[src/rtl/arith_pkg.sv]
// Shared arithmetic-unit definitions: operand widths, divider FSM encoding
// and the divide-by-zero result constant.
package arith_pkg;

    localparam int unsigned N_W   = 8;
    localparam int unsigned D_W   = 4;
    localparam int unsigned CNT_W = $clog2(N_W + 1);

    localparam logic [N_W-1:0] DIV0_Q = 8'hFF;

    typedef enum logic [1:0] {
        IDLE = 2'd0,
        RUN  = 2'd1,
        DONE = 2'd2
    } div_state_t;

endpackage

[src/rtl/seq_divider8x4_div_step.sv]
// One restoring-division step: shift in the next dividend bit, trial-subtract
// the divisor and keep the difference only when it is non-negative.
module div_step
    import arith_pkg::*;
(
    input  logic [D_W:0]   rem_in,
    input  logic           dvd_msb,
    input  logic [D_W-1:0] divisor,
    output logic [D_W:0]   rem_out,
    output logic           q_bit
);

    logic [D_W+1:0] shifted;
    logic [D_W+1:0] trial;

    always_comb begin
        shifted = {rem_in, dvd_msb};
        // Extra top bit serves as the borrow/sign of the trial subtraction.
        trial   = shifted - {2'b00, divisor};
        q_bit   = ~trial[D_W+1];
        rem_out = q_bit ? trial[D_W:0] : shifted[D_W:0];
    end

endmodule

[src/rtl/seq_divider8x4.sv]
// Sequential 8/4 restoring divider, one quotient bit per clock, with a
// start/done handshake and divide-by-zero flag.
module seq_divider8x4
    import arith_pkg::*;
(
    input  logic           clk,
    input  logic           rst,
    input  logic           start,
    input  logic [N_W-1:0] R,
    input  logic [D_W-1:0] B,
    output logic [N_W-1:0] Q,
    output logic [D_W-1:0] Rem,
    output logic           busy,
    output logic           done,
    output logic           div_zero
);

    div_state_t     state;
    logic [CNT_W-1:0] cnt;
    logic [N_W-1:0] dvd;
    logic [D_W-1:0] dvs;
    logic [D_W:0]   prem;
    logic [D_W:0]   prem_next;
    logic           q_bit;

    div_step u_step (
        .rem_in  (prem),
        .dvd_msb (dvd[N_W-1]),
        .divisor (dvs),
        .rem_out (prem_next),
        .q_bit   (q_bit)
    );

    // Quotient bits shift into the low end of the dividend register as its
    // high bits are consumed.
    always_ff @(posedge clk or posedge rst) begin
        if (rst) begin
            state    <= IDLE;
            cnt      <= '0;
            dvd      <= '0;
            dvs      <= '0;
            prem     <= '0;
            Q        <= '0;
            Rem      <= '0;
            busy     <= 1'b0;
            done     <= 1'b0;
            div_zero <= 1'b0;
        end else begin
            case (state)
                IDLE: begin
                    done <= 1'b0;
                    if (start) begin
                        dvd      <= R;
                        dvs      <= B;
                        prem     <= '0;
                        cnt      <= '0;
                        div_zero <= 1'b0;
                        if (B != '0) begin
                            state <= RUN;
                            busy  <= 1'b1;
                        end else begin
                            state    <= DONE;
                            Q        <= DIV0_Q;
                            Rem      <= '0;
                            div_zero <= 1'b1;
                            done     <= 1'b1;
                        end
                    end
                end
                RUN: begin
                    dvd  <= {dvd[N_W-2:0], q_bit};
                    prem <= prem_next;
                    cnt  <= cnt + 1'b1;
                    if (cnt == CNT_W'(N_W - 1)) begin
                        Q     <= {dvd[N_W-2:0], q_bit};
                        Rem   <= prem_next[D_W-1:0];
                        state <= DONE;
                        busy  <= 1'b0;
                        done  <= 1'b1;
                    end
                end
                DONE: begin
                    done  <= 1'b0;
                    state <= IDLE;
                end
                default: begin
                    state <= IDLE;
                    busy  <= 1'b0;
                    done  <= 1'b0;
                end
            endcase
        end
    end

endmodule
[config.mk]
export PLATFORM = sky130hd
export DESIGN_NAME = seq_divider8x4
export DESIGN_NICKNAME = d
export VERILOG_FILES = /design/src/rtl/arith_pkg.sv /design/src/rtl/seq_divider8x4_div_step.sv /design/src/rtl/seq_divider8x4.sv
export SDC_FILE = /design/constraint.sdc
export NUM_CORES = 1
export LEC_CHECK = 0
export BUFFER_PORTS_ARGS = -buffer_cell sky130_fd_sc_hd__buf_4
export CAP_MARGIN = 20
export CORE_MARGIN = 2
export CORE_UTILIZATION = 56
export DETAILED_ROUTE_END_ITERATION = 6
export PLACE_DENSITY = 0.88
export SLEW_MARGIN = 20
export SYNTH_ARGS = -nofsm -noshare
export SYNTH_HDL_FRONTEND = slang
export SYNTH_SLANG_ARGS = --single-unit
[constraint.sdc]
create_clock -name clk -period 3.45 [get_ports clk]
set_input_delay 0 -clock clk [delete_from_list [all_inputs] [get_ports clk]]
set_output_delay 0 -clock clk [all_outputs]
set_load 0.01 [all_outputs]
==> metrics.md <==
| Metric | Value |
|---|---|
| Combinational share of power | 0.523 |
| Synth Flop Type | dfrtp_1 |
| Synth unique cells | 37 |
| Met1 usage | 0.318 |
| Vias in the first global route | 1428 |
| Cells after synthesis | 190 |
| Detailed Route WL | 4.03 mm |
| Crit-path slowest cell | nor4_1 |
| Crit-path max cell delay | 0.61 ns |
| Max Freq | 485 MHz |
| Synth warn | 0 |
| MaxCap Viol Count | 0 |
| Final setup violation count | 0 |
| WP buf/inv | 2 |
| XOR/XNOR share of the synthesized area | 0.00958 |
| Met3 usage | 0.0756 |
| Worst skew pair latency | 0.33 ns |
| Final Util | 0.735 |
| DIE AREA | 3740 sq um |
| Gr usage total | 0.246 |
| Clk pwr share | 0.110 |
| Die width | 61.2 microns |
| CTS Hold Bufs | 12 |
| CTS root buffer | clkbuf_4 |
| CTS tree | built |
| #FFs+latches synth | 38 |
| Post-synthesis compound-gate area fraction | 0.160 |
| Std-Cell Rows | 20 |
| Placer Congestion | 0.823 |
| FFs w/ async S/R, synth | 1.00 |
| DR pass1 iterations | 4 |
| Largest net degree at the start of global routing | 28 |
| Post-synth EDFFs | 0 |
| Int Pwr | 1.28 mW |
| Worst reg2reg path depth | 6 |
| I/O pin total | 30 |
| Share of cells above drive strength 1 | 0.214 |
| Minimum hold slack | 0.0370 ns |
| Die Ht | 61.2 microns |
| Crit share post-route | 0.598 |
| Simple-gate share of the synthesized area | 0.204 |
| Diode count | 0 |
| Core area | 3080 sq um |
| Sw Share | 0.415 |
| Largest family of logic cells by synthesized area | simple AND/OR/NAND/NOR gates |
| Start of the worst register-to-register path | prem[1]$_DFFE_PP0P_ |
| Outcome | complete, no violations |
| Cts bufs inserted | 5 |
| CP endpoint kind | register |
| Tightest Pin Transition | 0.739 ns |
| Clk sinks | 38 |
| Relative slew slack | 0.507 |
| Synth Area in Adders | 0.0451 |
| Tmin final | 2.06 ns |
| Sequential share of power | 0.367 |
| GRT overflow | 0 |
| Antenna-violating nets left | 0 |
| Power Dens Cells | 967 nW/um^2 |
| CTS H-tree depth | 2 |
| Pre-CTS setup slack | 1.41 ns |
| Pins Over Slew Limit | 0 |
| Critical-path maximum fanout | 18 |
| Delay-heaviest family, CP | simple AND/OR/NAND/NOR gates |
| Setup TNS Final | 0 ns |
| Leakage | 1.05 nW |
| DP Wirelength | 2.75 mm |
| WL per Instance | 14.5 microns |
| Final count of hold timing violations | 0 |
| Met2 usage | 0.403 |
| Via Count | 1534 |
| End of the worst hold path | dvd[0]$_DFFE_PP0P_ |
| Hold path depth | 4 |
| Post-synth net total | 211 |
| Most used routing layer in global routing | met2 |
| Seq/Total Area, Yosys | 0.520 |
| Final Skew | 0.00826 ns |
| First-pass GRT wire length | 6.53 mm |
| Initial core utilization | 0.594 |
| CTS resizes | 0 |
| 1st-iter DRT viols | 87 |
| Worst path arrival time | 2.30 ns |
| CTS Buffer Depth | 2 |
| RSZ-0062 raised after global routing | false |
| Post-Syn Area | 1830 sq um |
| Vias per inst | 5.52 |
| Fin worst setup slack | 1.39 ns |
| Sw power | 0.907 mW |
| Worst hold path type | in -> reg |
| Cell-by-cell trace of the critical path | dlygate4sd3_1 > buf_4 > nor4_1 > nand2_1 > nand2_4 > mux2_4 |
| VDD IR max | 0.477 mV |
| Multiplexer share of the synthesized area | 0.0253 |
| Fin nets | 254 |
| Worst Setup Path Type | in -> reg |
| CTS clock-pin slew for the worst setup and hold paths | 0.12 ns |
| Worst reg2reg path endpoint | prem[0]$_DFFE_PP0P_ |
| FF-to-FF setup slack | 1.43 ns |
| Port Buffers | 29 |
| DRC | 0 |
| Startpoint types | input port |
| Layout area overhead | 23.6% |
| Syn Area/Cell | 9.63 sq um |
| Postcts setup bufs | 0 |
| Initial antenna violation count | 0 |
| WP data required | 3.68 ns |
| HP Start | R[0] |
==> worst register-to-register path, cell delays in order, from the launching register on <==
cell	delay (ns)
dfrtp_1	0.42
ha_1	0.25
or2_1	0.26
o221a_4	0.25
o211ai_4	0.26
mux2_2	0.38
o21ai_0	0.14
==> registers in the layout, indices dropped and copies added, names as in the netlist <==
name      flops
dvd           8
done          1
dvs           4
busy          1
Q             8
prem          5
cnt           4
div_zero      1
state         2
Rem           4
==> how the worst max path moves through the flow <==
stage	start	endpoint	slack [ns]	cells after the start
floorplan	dvs[1]$_DFFE_PP0P_	prem[0]$_DFFE_PP0P_	1.58	7
global placement	prem[1]$_DFFE_PP0P_	Rem[0]$_DFFE_PP0P_	1.50	6
detailed placement	prem[1]$_DFFE_PP0P_	prem[0]$_DFFE_PP0P_	1.41	6
CTS	prem[1]$_DFFE_PP0P_	Rem[0]$_DFFE_PP0P_	1.43	6
global route	B[0]	Rem[2]$_DFFE_PP0P_	1.29	6
finish	B[1]	Rem[2]$_DFFE_PP0P_	1.39	6
==> final cells by class <==
cell class                 count  area [sq um]
clock buffer                   7          55.1
clock inverter                 1          5.00
fill                         232           817
inverter                       6          22.5
multi-input combinational    138           812
sequential                    38           951
tap                           44          55.1
timing repair buffer          44           360
==> Yosys cell counts (all sizes together) (3+ instances only) <==
master	count	area share
buf	3	0.014
o21ai	17	0.047
inv	6	0.012
nor2b	3	0.010
nor2	20	0.041
dfrtp	38	0.52
clkbuf	5	0.010
a31oi	9	0.031
nand2	38	0.082
ha	5	0.034
a21oi	10	0.029
nand3	9	0.025
==> metal layers <==
metal  part of all wire  routed length [microns]  vias up
met1               0.42                     1680      736
li1                   -                        -      742
met2               0.51                     2070       52
met4              0.010                       42        0
met5                  0                        0        -
met3              0.058                      235        4
==> stage by stage <==
step                      instances  total power [mW]  cell area, sq um
after floorplan                 190              1.61              1830
after global placement          258              1.88              2080
after detailed placement        258              1.94              2080
after CTS                       278              2.19              2260
after global routing            278              2.38              2260
final                           278              2.19              2260
==> cell usage in the layout (no fill, tap or decap), drive strengths merged, types with 3 or more instances in the layout <==
cell type and count:
dfrtp 38, nand2 38, buf 32, nor2 20, o21ai 17, dlygate4sd3 12
a21oi 10, a31oi 9, nand3 9, clkbuf 7, inv 6, ha 5
nor2b 3
==> kinds of logic (layout without fill, tap and decap cells) <==
group / Yosys count / after routing
XOR/XNOR: 2 / 2
multiplexers: 4 / 4
buffers and inverters: 14 / 58
flip-flops: 38 / 38
adder cells (fa/ha/maj): 6 / 6
AO/OA/AOI/OAI: 45 / 45
AND/OR/NAND/NOR: 81 / 81
==> power by group through the flow <==
stage                     Combinational, mW  Sequential [mW]  Clock, mW
final                                  1.14            0.803      0.241
after global routing                   1.28            0.830      0.271
after detailed placement               1.13            0.810          0
after global placement                 1.08            0.800          0
after CTS                              1.14            0.802      0.242
after floorplan                       0.801            0.810          0
(Power assumes the default switching activity.)
